--- config.mk ---
export PLATFORM = sky130hd
export DESIGN_NAME = move_tx
export DESIGN_NICKNAME = d
export VERILOG_FILES = /design/src/rtl/move_tx.sv
export SDC_FILE = /design/constraint.sdc
export NUM_CORES = 1
export LEC_CHECK = 0
export CAP_MARGIN = 20
export CORE_ASPECT_RATIO = 0.75
export CORE_MARGIN = 5
export CORE_UTILIZATION = 35
export CTS_CLUSTER_SIZE = 25
export DETAILED_ROUTE_END_ITERATION = 8
export GPL_ROUTABILITY_DRIVEN = 0
export PLACE_DENSITY = 0.54
export SYNTH_ARGS = -nofsm -noshare
export SYNTH_HDL_FRONTEND = slang
export SYNTH_SLANG_ARGS = --single-unit
--- constraint.sdc ---
create_clock -name clk_in -period 1.9 [get_ports clk_in]
set_input_delay 0.38 -clock clk_in [delete_from_list [all_inputs] [get_ports clk_in]]
set_output_delay 0.38 -clock clk_in [all_outputs]
set_load 0.005 [all_outputs]
--- src/rtl/move_tx.sv ---
// rtl/move_tx.sv - serial transmitter for one Go move as a header/move/check packet
module move_tx #(
    parameter int          CLKS_PER_BIT = 564,
    parameter logic [7:0]  HEADER       = 8'hA5,
    parameter int          GAP_BITS     = 1
) (
    input  logic       clk_in,
    input  logic       rst_n_in,
    input  logic       tx_ready,
    input  logic [7:0] move,
    output logic       tx_out,
    output logic       busy,
    output logic       done,
    output logic       dropped
);

    localparam int BAUD_W  = $clog2(CLKS_PER_BIT);
    localparam int GAP_CYC = GAP_BITS * CLKS_PER_BIT;
    // A zero-length gap still needs a legal counter width; the GAP state is then unreachable.
    localparam int GAP_W   = (GAP_CYC > 1) ? $clog2(GAP_CYC) : 1;

    localparam logic [BAUD_W-1:0] BAUD_LAST = BAUD_W'(CLKS_PER_BIT - 1);
    localparam logic [GAP_W-1:0]  GAP_LAST  = GAP_W'((GAP_CYC > 0) ? (GAP_CYC - 1) : 0);

    typedef enum logic [2:0] {
        IDLE,
        START,
        DATA,
        STOP,
        GAP
    } state_t;

    state_t            state,    state_nxt;
    logic [BAUD_W-1:0] baud_cnt, baud_nxt;
    logic [GAP_W-1:0]  gap_cnt,  gap_nxt;
    logic [2:0]        bit_cnt,  bit_nxt;
    logic [1:0]        byte_idx, idx_nxt;
    logic [7:0]        shift,    shift_nxt;
    logic [7:0]        move_lat, move_nxt;
    logic              tx_nxt, busy_nxt, done_nxt, dropped_nxt;

    // State and registered outputs; reset forces the line idle immediately.
    always_ff @(posedge clk_in or negedge rst_n_in) begin
        if (!rst_n_in) begin
            state    <= IDLE;
            baud_cnt <= '0;
            gap_cnt  <= '0;
            bit_cnt  <= '0;
            byte_idx <= '0;
            shift    <= '0;
            move_lat <= '0;
            tx_out   <= 1'b1;
            busy     <= 1'b0;
            done     <= 1'b0;
            dropped  <= 1'b0;
        end else begin
            state    <= state_nxt;
            baud_cnt <= baud_nxt;
            gap_cnt  <= gap_nxt;
            bit_cnt  <= bit_nxt;
            byte_idx <= idx_nxt;
            shift    <= shift_nxt;
            move_lat <= move_nxt;
            tx_out   <= tx_nxt;
            busy     <= busy_nxt;
            done     <= done_nxt;
            dropped  <= dropped_nxt;
        end
    end

    // Next-state logic; tx_nxt is the value the line takes after the coming edge.
    always_comb begin
        state_nxt   = state;
        baud_nxt    = baud_cnt;
        gap_nxt     = gap_cnt;
        bit_nxt     = bit_cnt;
        idx_nxt     = byte_idx;
        shift_nxt   = shift;
        move_nxt    = move_lat;
        tx_nxt      = tx_out;
        busy_nxt    = busy;
        done_nxt    = 1'b0;
        dropped_nxt = tx_ready && (state != IDLE);

        case (state)
            IDLE: begin
                tx_nxt   = 1'b1;
                busy_nxt = 1'b0;
                if (tx_ready) begin
                    move_nxt  = move;
                    shift_nxt = HEADER;
                    idx_nxt   = 2'd0;
                    baud_nxt  = '0;
                    state_nxt = START;
                    tx_nxt    = 1'b0;
                    busy_nxt  = 1'b1;
                end
            end
            START: begin
                if (baud_cnt == BAUD_LAST) begin
                    baud_nxt  = '0;
                    bit_nxt   = 3'd0;
                    state_nxt = DATA;
                    tx_nxt    = shift[0];
                end else begin
                    baud_nxt = baud_cnt + 1'b1;
                end
            end
            DATA: begin
                if (baud_cnt == BAUD_LAST) begin
                    baud_nxt  = '0;
                    shift_nxt = {1'b0, shift[7:1]};
                    if (bit_cnt == 3'd7) begin
                        state_nxt = STOP;
                        tx_nxt    = 1'b1;
                    end else begin
                        bit_nxt = bit_cnt + 3'd1;
                        tx_nxt  = shift[1];
                    end
                end else begin
                    baud_nxt = baud_cnt + 1'b1;
                end
            end
            STOP: begin
                if (baud_cnt == BAUD_LAST) begin
                    baud_nxt = '0;
                    if (byte_idx == 2'd2) begin
                        state_nxt = IDLE;
                        busy_nxt  = 1'b0;
                        done_nxt  = 1'b1;
                        tx_nxt    = 1'b1;
                    end else begin
                        idx_nxt   = byte_idx + 2'd1;
                        shift_nxt = (byte_idx == 2'd0) ? move_lat : (HEADER ^ move_lat);
                        if (GAP_BITS == 0) begin
                            state_nxt = START;
                            tx_nxt    = 1'b0;
                        end else begin
                            state_nxt = GAP;
                            gap_nxt   = '0;
                            tx_nxt    = 1'b1;
                        end
                    end
                end else begin
                    baud_nxt = baud_cnt + 1'b1;
                end
            end
            GAP: begin
                if (gap_cnt == GAP_LAST) begin
                    gap_nxt   = '0;
                    baud_nxt  = '0;
                    state_nxt = START;
                    tx_nxt    = 1'b0;
                end else begin
                    gap_nxt = gap_cnt + 1'b1;
                end
            end
            default: begin
                state_nxt = IDLE;
                tx_nxt    = 1'b1;
                busy_nxt  = 1'b0;
            end
        endcase
    end

endmodule

==> qor.yml <==
status: "finished with violations"
failed_checks: "setup timing"
wl_per_cell_um: 15.1
drtAntennaViolNets: 0
seq_power_share: 0.535
cts.sinks: 48
drive_above_1_share: 0.362
via_count: 2184
grt_pass1_vias: 2124
p_int_uw: 1540
grt_pass1_wl_mm: 10.7
crit_type: "reg -> reg"
maxCapViolCount: 0
drc_errors: 0
initial_core_util: 0.361
initialDrtViolationCount: 145
slowest_delay_ps: 520
crit_path_start_kind: "flop"
rsz0062_at_grt: "true"
fin_crit_sh: 1.04
leakagePower_uw: 0.00171
yosysWarnings: 0
clockBufferDepth: 2
synth_area_um2: 2660
critPathCaptureType: "flop"
ctsHtreeMaxLevel: 2
tightest_slew_ps: 482
ys_types: 53
p_comb_frac: 0.045
port_buffers: 14
row_count: 27
nNetsFinal: 334
synthToLayoutAreaGrowth_pct: 35.3
power_density_nw_per_um2: 541
crit_chain: "ha_2 > or4b_4 > nor3_4 > buf_12 > o211ai_4 > mux2_2"
relSlewSlack: 0.679
hold_buffers: 0
routed_wl_mm: 6.34
mostFrequentLayoutCells: "47 x dfrtp_1, 47 x buf_4, 24 x nand2_1"
core_um2: 7360
hold_violations: 0
io_pins: 15
hp-class: "in -> async"
slowest_stage: "or4b_4"
synth.avg_cell_area_um2: 10.6
cp_data_arrival_time_ps: 2170
syn_nets: 267
dieArea_um2: 9450
setup-violations-final: 20
pwr-share-clk: 0.420
synthCells: 250
chipHeight_um: 85.4
critical_path_required_ps: 2090
fin_cells: 419
post-place-ws_ps: -236
clk-insertion-delay-late_ps: 310
p_total_uw: 1940
ys_seq_elements: 48
dp_cells: 403
drt-pass1-iter-count: 4
yosys_most_used_dff: "dfrtp_1"
crit_family: "simple AND/OR/NAND/NOR gates"
async_flop_share: 1.00
peakVddDrop_uv: 261
cts_inserted_buffers: 5
die_x_um: 111
skew_ps: 11.1
grt_use_total: 0.138
place_hpwl_mm: 4.39
via_per_inst: 5.21
setup_slack_ps: -81.9
cts_tree: "built"
antenna_found_initial: 0
cp_max_fo: 8
grt_start_max_net_pins: 31
root_buffer: "clkbuf_8"
diodes: 0
ys_seq_area_frac: 0.453
switching_share: 0.207
p_switching_uw: 402
cp_num_buf_inv: 1
min_period_ps: 1980
max_freq_mhz: 505
drv_slew: 0
nFillCells: 715
grt.overflow.total: 0
synth_edf_count: 0
clk_pin_slew_ps: 90
==> cell usage after synthesis (all sizes together) (2+ instances only) <==
master,count,area (um2)
a211o,2,17.5
a211oi,5,37.5
a21o,2,15.0
a21oi,4,31.3
a221o,6,60.1
a22o,8,70.1
a31oi,3,18.8
and2,4,25.0
and3,10,62.6
buf,3,21.3
clkbuf,7,26.3
dfrtp,47,1180
ha,6,75.1
inv,8,30.0
mux2,18,203
mux2i,8,80.1
nand2,24,90.1
nand3,7,35.0
nand4,5,31.3
nor2,9,33.8
nor2b,3,18.8
nor3,8,51.3
nor3b,5,37.5
nor4,4,25.0
o21ai,7,35.0
o21ba,2,20.0
o31a,2,17.5
o32a,2,20.0
or2,4,25.0
or3,3,18.8
or4b,2,23.8
xnor2,6,52.6
==> state kept, by name, summed over array words and instances, names as in the netlist <==
| register | count |
|---|---|
| done | 1 |
| shift | 8 |
| baud_cnt | 10 |
| state | 3 |
| bit_cnt | 3 |
| tx_out | 1 |
| gap_cnt | 10 |
| busy | 1 |
| dropped | 1 |
| move_lat | 8 |
| byte_idx | 2 |
==> path summary, 6_finish.rpt <==
check | start | slack (ps) | cells past startpoint | end
setup / recovery | baud_cnt[1] | -80 | 6 | shift[6]
min in group clk_in | shift[0] | 510 | 1 | shift[0]
setup reg to reg | baud_cnt[1] | -80 | 6 | shift[6]
hold reg to reg | shift[0] | 510 | 1 | shift[0]
hold / removal | rst_n_in | 20 | 1 | gap_cnt[5]
max in group asynchronous | rst_n_in | 1350 | 2 | busy
==> logic make-up (layout without fill, tap and decap cells) <==
| kind of cell | Yosys count | after routing | synth area share |
|---|---|---|---|
| adders and majority gates | 6 | 6 | 0.0283 |
| and+or+nand+nor | 92 | 92 | 0.196 |
| DFF | 48 | 48 | 0.453 |
| xor gates and xnor gates | 7 | 7 | 0.0231 |
| buffers and inverters | 19 | 85 | 0.0306 |
| muxes | 26 | 26 | 0.107 |
| AOI/OAI and AO/OA | 52 | 54 | 0.163 |
==> what timing repair did <==
| item | 4_1_cts | 5_1_grt |
|---|---|---|
| buffers inserted | 1 | 6 |
| endpoints found under the setup margin | 24 | 35 |
| pin swaps | 7 | 8 |
| resized for setup | 11 | 17 |
| gates cloned | 2 | 0 |
==> final cells by class <==
class / instances / area [um2] / share of cell area
clock inverters: 1 / 30.0 / 0.00836
well taps: 101 / 126 / 0.0352
inverters: 9 / 33.8 / 0.00940
multi-input cells: 185 / 1510 / 0.421
flip-flops and latches: 48 / 1200 / 0.335
clock buffers: 7 / 96.3 / 0.0268
repair buffers: 68 / 593 / 0.165
==> power groups by stage <==
stage	logic [uW]	registers [uW]	clock network, uW
finish	87.9	1040	816
CTS	88.9	1040	835
global placement	87.0	1060	0
detailed placement	88.9	1060	0
global route	102	1040	872
floorplan	31.2	1060	0
==> routing by layer <==
layer | global-route usage | part of all wire | up-vias
li1 | - | - | 1070
met1 | 0.205 | 0.52 | 1076
met2 | 0.204 | 0.44 | 30
met3 | 0.0242 | 0.030 | 8
met4 | 0.0403 | 0.012 | 0
met5 | 0 | 0 | -
==> worst register-to-register path, stage by stage, from the launching register on <==
cell,delay (ps)
dfrtp_1,380
ha_2,190
or4b_4,520
nor3_4,180
buf_12,150
o211ai_4,140
mux2_2,320
==> per-stage QoR <==
step	util	cell area [um2]	hold slack, ps	setup TNS [ps]
2_1_floorplan	-	2660	84.4	-596
3_3_place_gp	0.445	3270	370	-4180
3_5_place_dp	0.445	3270	366	-4380
4_1_cts	0.472	3480	25.7	-1170
5_1_grt	0.488	3590	53.0	-2910
6_report	0.488	3590	15.1	-1020
No activity file was read; power rests on OpenSTA's default activity.
